<file path="src/rtl/mips_cpu_pkg.sv">
// Shared definitions for the MIPS CPU memory bridge: FSM state encoding,
// byte-lane constant and address helpers.
package mips_cpu_pkg;

    typedef enum logic [2:0] {
        I_CHK = 3'd0,
        I_BUS = 3'd1,
        D_CHK = 3'd2,
        D_BUS = 3'd3,
        STEP  = 3'd4
    } state_e;

    localparam logic [3:0] BYTEEN_ALL = 4'b1111;

    function automatic logic [31:0] word_align(input logic [31:0] addr);
        return {addr[31:2], 2'b00};
    endfunction

endpackage

</file>
<file path="src/rtl/mips_cpu_ibuf.sv">
// Single-entry instruction buffer: address tag, valid bit and the last
// fetched instruction word, with invalidation on a matching store.
module mips_cpu_ibuf
    import mips_cpu_pkg::*;
#(
    parameter int unsigned EN = 1
) (
    input  logic        clk,
    input  logic        reset,
    input  logic [31:0] lookup_addr,
    output logic        hit,
    input  logic        fill,
    input  logic [31:0] fill_addr,
    input  logic [31:0] fill_data,
    output logic [31:0] data,
    input  logic        inv,
    input  logic [31:2] inv_word
);

    logic [31:0] tag;
    logic        valid;

    // data always tracks the last fetch so it doubles as the CPU-facing
    // instruction register even when the buffer is disabled
    always_ff @(posedge clk or negedge reset) begin
        if (!reset) begin
            tag   <= '0;
            valid <= 1'b0;
            data  <= '0;
        end else if (fill) begin
            tag   <= fill_addr;
            valid <= 1'b1;
            data  <= fill_data;
        end else if (inv && (inv_word == tag[31:2])) begin
            valid <= 1'b0;
        end
    end

    assign hit = (EN != 0) && valid && (tag == lookup_addr);

endmodule

</file>
<file path="src/rtl/mips_cpu_mem_bridge.sv">
// Bridges a single-cycle MIPS CPU to a waitrequest-style memory bus: one
// fetch plus at most one data access per CPU step, then a clk_enable pulse.
module mips_cpu_mem_bridge
    import mips_cpu_pkg::*;
#(
    parameter int unsigned IBUF_EN = 1
) (
    input  logic        clk,
    input  logic        reset,
    input  logic        cpu_active,
    input  logic [31:0] instr_address,
    output logic [31:0] instr_readdata,
    input  logic [31:0] data_address,
    input  logic        data_read,
    input  logic        data_write,
    input  logic [31:0] data_writedata,
    output logic [31:0] data_readdata,
    output logic        clk_enable,
    output logic [31:0] bus_address,
    output logic        bus_read,
    output logic        bus_write,
    output logic [31:0] bus_writedata,
    output logic [3:0]  bus_byteenable,
    input  logic        bus_waitrequest,
    input  logic [31:0] bus_readdata
);

    state_e      state;
    state_e      state_next;
    logic [31:2] d_word;
    logic [31:0] d_wdata;
    logic        d_is_write;
    logic        bus_done;
    logic        ibuf_hit;
    logic        ibuf_fill;
    logic        ibuf_inv;
    logic        unused_addr_bits;

    assign unused_addr_bits = ^data_address[1:0];
    assign bus_done  = !bus_waitrequest;
    assign ibuf_fill = (state == I_BUS) && bus_done;
    assign ibuf_inv  = (state == D_BUS) && d_is_write && bus_done;

    mips_cpu_ibuf #(
        .EN(IBUF_EN)
    ) u_ibuf (
        .clk        (clk),
        .reset      (reset),
        .lookup_addr(instr_address),
        .hit        (ibuf_hit),
        .fill       (ibuf_fill),
        .fill_addr  (instr_address),
        .fill_data  (bus_readdata),
        .data       (instr_readdata),
        .inv        (ibuf_inv),
        .inv_word   (d_word)
    );

    always_comb begin
        state_next = state;
        case (state)
            I_CHK:   if (cpu_active) state_next = ibuf_hit ? D_CHK : I_BUS;
            I_BUS:   if (bus_done) state_next = D_CHK;
            D_CHK:   state_next = (data_read || data_write) ? D_BUS : STEP;
            D_BUS:   if (bus_done) state_next = STEP;
            STEP:    state_next = I_CHK;
            default: state_next = I_CHK;
        endcase
    end

    always_ff @(posedge clk or negedge reset) begin
        if (!reset) begin
            state <= I_CHK;
        end else begin
            state <= state_next;
        end
    end

    // write takes priority when both strobes are raised together
    always_ff @(posedge clk or negedge reset) begin
        if (!reset) begin
            d_word     <= '0;
            d_wdata    <= '0;
            d_is_write <= 1'b0;
        end else if (state == D_CHK) begin
            d_word     <= data_address[31:2];
            d_wdata    <= data_writedata;
            d_is_write <= data_write;
        end
    end

    always_ff @(posedge clk or negedge reset) begin
        if (!reset) begin
            data_readdata <= '0;
        end else if ((state == D_BUS) && !d_is_write && bus_done) begin
            data_readdata <= bus_readdata;
        end
    end

    assign bus_read       = (state == I_BUS) || ((state == D_BUS) && !d_is_write);
    assign bus_write      = (state == D_BUS) && d_is_write;
    assign bus_writedata  = bus_write ? d_wdata : '0;
    assign clk_enable     = (state == STEP);
    assign bus_byteenable = BYTEEN_ALL;

    always_comb begin
        bus_address = '0;
        if (state == I_BUS) begin
            bus_address = word_align(instr_address);
        end else if (state == D_BUS) begin
            bus_address = {d_word, 2'b00};
        end
    end

endmodule
</file>
<file path="config.mk">
export PLATFORM = sky130hd
export DESIGN_NAME = mips_cpu_mem_bridge
export DESIGN_NICKNAME = d
export VERILOG_FILES = /design/src/rtl/mips_cpu_pkg.sv /design/src/rtl/mips_cpu_ibuf.sv /design/src/rtl/mips_cpu_mem_bridge.sv
export SDC_FILE = /design/constraint.sdc
export NUM_CORES = 1
export LEC_CHECK = 0
export CAP_MARGIN = 25
export CORE_UTILIZATION = 45
export DETAILED_ROUTE_END_ITERATION = 16
export PLACE_DENSITY = 0.8
export SYNTH_ARGS = -nofsm -noshare
export SYNTH_HDL_FRONTEND = slang
export SYNTH_SLANG_ARGS = --single-unit
</file>
<file path="constraint.sdc">
create_clock -name clk -period 2 [get_ports clk]
set_clock_uncertainty 0.1 [all_clocks]
set_input_delay 0.2 -clock clk [delete_from_list [all_inputs] [get_ports clk]]
set_output_delay 0.2 -clock clk [all_outputs]
set_load 0.01 [all_outputs]
</file>
==> impl_metrics.tcl, run 1 <==
set metrics [dict create \
    drtAntennaViolNets 0 \
    root_buffer "clkbuf_16" \
    finalCritPeriodShare_pct 104 \
    synthFlopType "dfrtp_1" \
    die_x_um 131 \
    p_leak_uw 0.00501 \
    end_kind "output pin" \
    status "complete, but fails checks" \
    drtPass1Iterations 4 \
    start_util_pct 46.7 \
    h-tree-depth 4 \
    synth_top_family_by_area "multiplexers" \
    power_density_nw_per_um2 1570 \
    die_y_um 131 \
    io_pins 269 \
    yosysMostFrequentCell "dfrtp_1" \
    grt_use_total_pct 25.0 \
    clk_latency_ps 420 \
    finalWorstSetupSlack_ps -76.7 \
    setup_violations 43 \
    core_sq_um 16100 \
    yosysTopAreaCell "dfrtp_1" \
    path_class "reg -> out" \
    place_hpwl_um 14600 \
    period_minus_slack_ps 2080 \
    critPathMaxStageDelay_ps 410 \
    dp_cells 1013 \
    synth_area_per_cell_sq_um 14.0 \
    violations "negative setup slack" \
    timing.rr.start "state[0]" \
    synth_area_sq_um 7490 \
    grt_max_degree 57 \
    cp_cell_sequence "and3b_2 > buf_12 > clkbuf_16 > a22o_1 > buf_2" \
    dr_wl_met3_um 1570 \
    drtIter0Drc 236 \
    postLayoutCellArea_sq_um 11300 \
    cpMaxStageDelayCell "dfrtp_1" \
    cp_max_fo 4 \
    met1Wirelength_um 8760 \
    grt_setup_unrepaired "yes" \
    rows 46 \
    fin_cells 1062 \
    fill_cells 1093 \
    critPathArrivalTime_ps 1780 \
    dieArea_sq_um 17200 \
    vias 5606 \
    placed_area_sq_um 10500 \
    synthAdderAreaFrac_pct 0 \
    cts_tree "built" \
    startpoint "state[1]" \
    postSynthCellCount 535 \
    wl_met2_um 10900 \
    hp-class "in -> async" \
    tns_ps -2230 \
    final_util_pct 70.5 \
    wl_per_cell_um 20.3 \
    reg2reg_depth 6 \
    synthArstFlopShare_pct 100 \
    antennaDiodeCount 0 \
    drive_above_1_share_pct 31.0 \
    wl_um 21600 \
    synth-simple-area-share_pct 6.49 \
    synth_seq_area_share_pct 54.4 \
    finalMaxSlewViolations 0 \
    cts.sinks 163 \
    grt_pass1_vias 5950 \
    antenna_found_initial 0 \
    start_kind "flip-flop" \
    finalHoldViolations 0 \
    synth.top_cell.area_share_pct 54.4 \
    ir_drop_mv 0.863 \
    cts_made_buffers 17 \
    synth_edf_count 0 \
    max_clock_freq_mhz 482 \
    areaGrowthSynthToFinish_pct 51.0 \
    top_layer_used "met4" \
    grt_pass1_wl_um 31800 \
    synth_area_leaders "dfrtp_1, mux2_2, mux2_1" \
    synth_commonest_cells "dfrtp_1, mux2_2, mux2_1, xor2_1, and3_1" \
    place_congestion 0.805 \
    drc_errors 0 \
    synth_compound_area_share_pct 4.32 \
    clk_pin_slew_worst_paths_ps 60 \
    maxCapViolCount 0 \
    finish.net_count 967 \
    yosysWarnings 0 \
    r2r-end "data_readdata[22]" \
    synth_cell_types 36 \
    synthXorXnorAreaFrac_pct 7.25 \
    crit_required_ps 1700 \
    rrSetupSlack_ps 170 \
    io_buffer_count 260 \
    via_per_inst 5.28 \
    muxShareOfSynthArea_pct 24.0 \
    grt_overflow 0 \
    ys_ff_latch 163 \
    clockBufferDepth 2 \
]
layout make-up:
cell class / instances / area [sq um] / area share [%]
clock inverter: 11 / 199 / 1.76
timing repair buffer: 311 / 3070 / 27.2
sequential: 163 / 4080 / 36.1
clock buffer: 21 / 460 / 4.07
multi-input combinational: 340 / 3230 / 28.6
tap: 216 / 270 / 2.39
worst max path at each step:
stage	end	slack, ps	depth (start not counted)
4_1_cts	bus_address[31]	-190	6
5_1_grt	bus_writedata[25]	-160	4
3_3_place_gp	state[1]	-8	6
3_5_place_dp	state[1]	-40	6
6_report	bus_address[8]	-80	5
2_1_floorplan	u_ibuf.data[10]	400	6
cell usage in the layout (no fill, tap or decap), types with 16 or more instances in the layout:
cell | netlist | routed
clkdlybuf4s50_1 | 0 | 194
dfrtp_1 | 163 | 163
mux2_2 | 98 | 98
mux2_1 | 61 | 61
xor2_1 | 58 | 58
buf_2 | 8 | 48
a22o_1 | 30 | 30
buf_4 | 9 | 28
and3_1 | 32 | 22
clkbuf_16 | 0 | 19
buf_6 | 10 | 16
registers in the layout, summed over array words and instances, names as in the netlist:
signal	count
d_is_write	1
d_wdata	32
d_word	30
data_readdata	32
state	3
u_ibuf.data	32
u_ibuf.tag	32
u_ibuf.valid	1
logic make-up after synthesis:
group / count (synthesis)
muxes: 160
other: 2
DFF: 163
AOI/OAI and AO/OA: 40
buffers and inverters: 36
xor gates and xnor gates: 62
and+or+nand+nor: 72
stage by stage:
step | power, uW | hold slack, ps | setup slack [ps]
finish | 17800 | 156 | -76.7
global route | 18800 | 167 | -158
CTS | 17600 | 138 | -191
detailed placement | 13800 | 21.9 | -35.9
global placement | 13500 | 14.7 | -7.52
floorplan | 10100 | -196 | 404
worst max-delay path, delay by kind of cell (launching register included):
kind                   cells  cell delay (ps)
and+or+nand+nor            1              280
buffers and inverters      3              460
AOI/OAI and AO/OA          1              200
DFF                        1              410
routing by layer:
layer | vias up | GRT usage, %
li1 | 2510 | -
met2 | 231 | 42.8
met1 | 2833 | 29.6
met3 | 32 | 8.20
met4 | 0 | 8.79
met5 | - | 0
what timing repair did:
action,in CTS,in global routing
pin swaps,0,31
hold buffers,1,0
cloned,4,2
gates resized for setup,264,37
setup endpoints to repair,65,64
buffers inserted,6,6
endpoints found under the hold margin,161,0
power breakdown:
| group | internal [uW] | total, uW | switching, uW |
|---|---|---|---|
| registers | 4980 | 6210 | 1230 |
| clock network | 2290 | 3630 | 1330 |
| logic | 4620 | 7980 | 3360 |
| total | 11900 | 17800 | 5930 |
Power figures use the tool's default switching activity.
==> run 2: changes to the inputs <==
--- a/config.mk
+++ b/config.mk
@@ -6,6 +6,7 @@
 export NUM_CORES = 1
 export LEC_CHECK = 0
 export CAP_MARGIN = 25
+export CORE_ASPECT_RATIO = 1.5
 export CORE_UTILIZATION = 45
 export DETAILED_ROUTE_END_ITERATION = 16
 export PLACE_DENSITY = 0.8
==> constraint.sdc (replaced) <==
create_clock -name clk -period 2.1 [get_ports clk]
set_clock_uncertainty 0.1 [all_clocks]
set_input_delay 0.21 -clock clk [delete_from_list [all_inputs] [get_ports clk]]
set_output_delay 0.21 -clock clk [all_outputs]
set_load 0.01 [all_outputs]
==> run 2 against run 1 <==
Against the previous run:
- the flow still finishes with violations (negative setup slack)
- first-iteration DRC count is 5.1% lower
- wire length is 0.98% lower
- combinational power is 7.5% lower
- via count is 0.52% lower
- core utilization is 2.3 points lower
- count of clock-buffer cells in the layout is 4 lower
- register-to-register slack worse by 30 ps
- global-route usage is 0.37 points higher
- cell count is 0.66% lower
- sequential share of layout area is 0.76 points higher
- non-clock buffer count is 2 higher
- critical path type unchanged
- largest cell class unchanged
==> impl_metrics.tcl, run 2 (same netlist as run 1, synthesis figures left out) <==
set metrics [dict create \
    status "complete, but fails checks" \
    violations "negative setup slack" \
    final_util_pct 68.1 \
    clockBufferDepth 2 \
    place_congestion 0.883 \
    cts.sinks 163 \
    rows 57 \
    start_util_pct 46.1 \
    cts_tree "built" \
    path_class "reg -> out" \
    reg2reg_depth 6 \
    grt_overflow 0 \
    drive_above_1_share_pct 27.2 \
    max_clock_freq_mhz 455 \
    wl_um 21400 \
    clk_latency_ps 430 \
    wl_per_cell_um 20.2 \
    period_minus_slack_ps 2200 \
    place_hpwl_um 14600 \
    die_x_um 107 \
    path_depth 6 \
    die_y_um 160 \
    r2r-end "state[1]" \
    startpoint "state[0]" \
    place_ws_ps -95.7 \
    grt_setup_unrepaired "yes" \
    crit_buf_inv 4 \
    areaGrowthSynthToFinish_pct 47.8 \
    finish.net_count 969 \
    setup_violations 46 \
    final_common_cell "clkdlybuf4s50_1" \
    fill_cells 1194 \
    grt_max_degree 65 \
    cpMaxStageDelayCell "dfrtp_1" \
    cp_cell_sequence "and3b_2 > buf_4 > buf_8 > buf_16 > a22o_1 > buf_2" \
    io_pins 269 \
    root_buffer "clkbuf_16" \
    path_delay_family "buffers and inverters" \
    cp_max_fo 11 \
    antenna_found_initial 1 \
    critPathMaxStageDelay_ps 410 \
    critPathArrivalTime_ps 1890 \
    finalCritPeriodShare_pct 105 \
    finalHoldViolations 0 \
    timing.rr.start "u_ibuf.tag[31]" \
    hp-class "in -> async" \
    h-tree-depth 4 \
    finalWorstSetupSlack_ps -95.6 \
    drtPass1Iterations 4 \
    drtAntennaViolNets 0 \
    multi_input_area_sq_um 3190 \
    via_per_inst 5.29 \
    grt_pass1_wl_um 33000 \
    vias 5577 \
    drc_errors 0 \
    crit_end "bus_address[13]" \
    grt_use_total_pct 25.4 \
    power_density_nw_per_um2 1470 \
    cts_made_buffers 17 \
    layout_common_cells "clkdlybuf4s50_1, dfrtp_1, mux2_2" \
    finalPower_uw 16200 \
    regArea_sq_um 4080 \
    rrSetupSlack_ps 140 \
    start_kind "flip-flop" \
    crit_required_ps 1790 \
    dieArea_sq_um 17200 \
    grt_pass1_vias 6243 \
    clk_pin_slew_worst_paths_ps 70 \
    core_sq_um 16300 \
    p_leak_uw 0.00504 \
    end_kind "output pin" \
    io_buffer_count 260 \
    ir_drop_mv 0.726 \
    maxCapViolCount 0 \
    drtIter0Drc 224 \
    finalMaxSlewViolations 0 \
]
run 2: cell count changes in the layout (fill, tap and decap cells not counted), sizes merged, moves of 2 or more:
cell and change:
clkbuf +8, clkinv +2, dlymetal6s2s +7, buf -33, inv +6, clkdlybuf4s15 +16
bufinv -5
run 2: final cells by class:
type                       instances  share of cell area [%]
antenna                            1                  0.0226
clock buffer                      17                    3.84
clock inverter                    15                    1.32
multi-input combinational        340                    28.8
sequential                       163                    36.8
tap                              206                    2.33
timing repair buffer             313                    26.9
run 2: timing repair:
item | CTS | global route
pin swaps | 2 | 4
gates cloned | 2 | 2
setup endpoints to repair | 65 | 64
hold endpoints to repair | 65 | 0
setup buffers | 9 | 10
gates resized for setup | 147 | 43
hold buffers | 1 | 0
run 2: layer usage:
metal,global-route usage (%),routed length (um),vias to the layer above,part of all wire (%)
li1,-,-,2521,-
met1,25.9,7390,2775,35
met2,46.5,11600,227,54
met3,6.98,1440,54,6.7
met4,13.0,919,0,4.3
met5,0,0,-,0
run 2: worst min path at each step:
stage	start	end	slack, ps	cells past startpoint
final	reset	d_word[31]	160	2
after global placement	reset	d_word[12]	40	1
after CTS	reset	d_word[31]	150	2
after floorplan	reset	d_is_write	-190	0
after detailed placement	reset	d_word[15]	50	1
after global routing	reset	d_word[31]	190	2
run 2: power by group:
group / leakage (uW) / internal (uW) / switching, uW
clock: 0.000269 / 1570 / 1420
sequential: 0.00194 / 4740 / 1140
combinational: 0.00283 / 4210 / 3160
run 2: stage by stage:
stage	instance area, sq um	TNS [ps]	std cells	hold WS (ps)
after detailed placement	10400	-149	1001	45.9
after CTS	11100	-7430	1045	153
after global routing	11100	-6000	1055	188
final	11100	-2500	1055	158
after global placement	10400	-40.2	1001	38.3
after floorplan	7510	0	539	-186
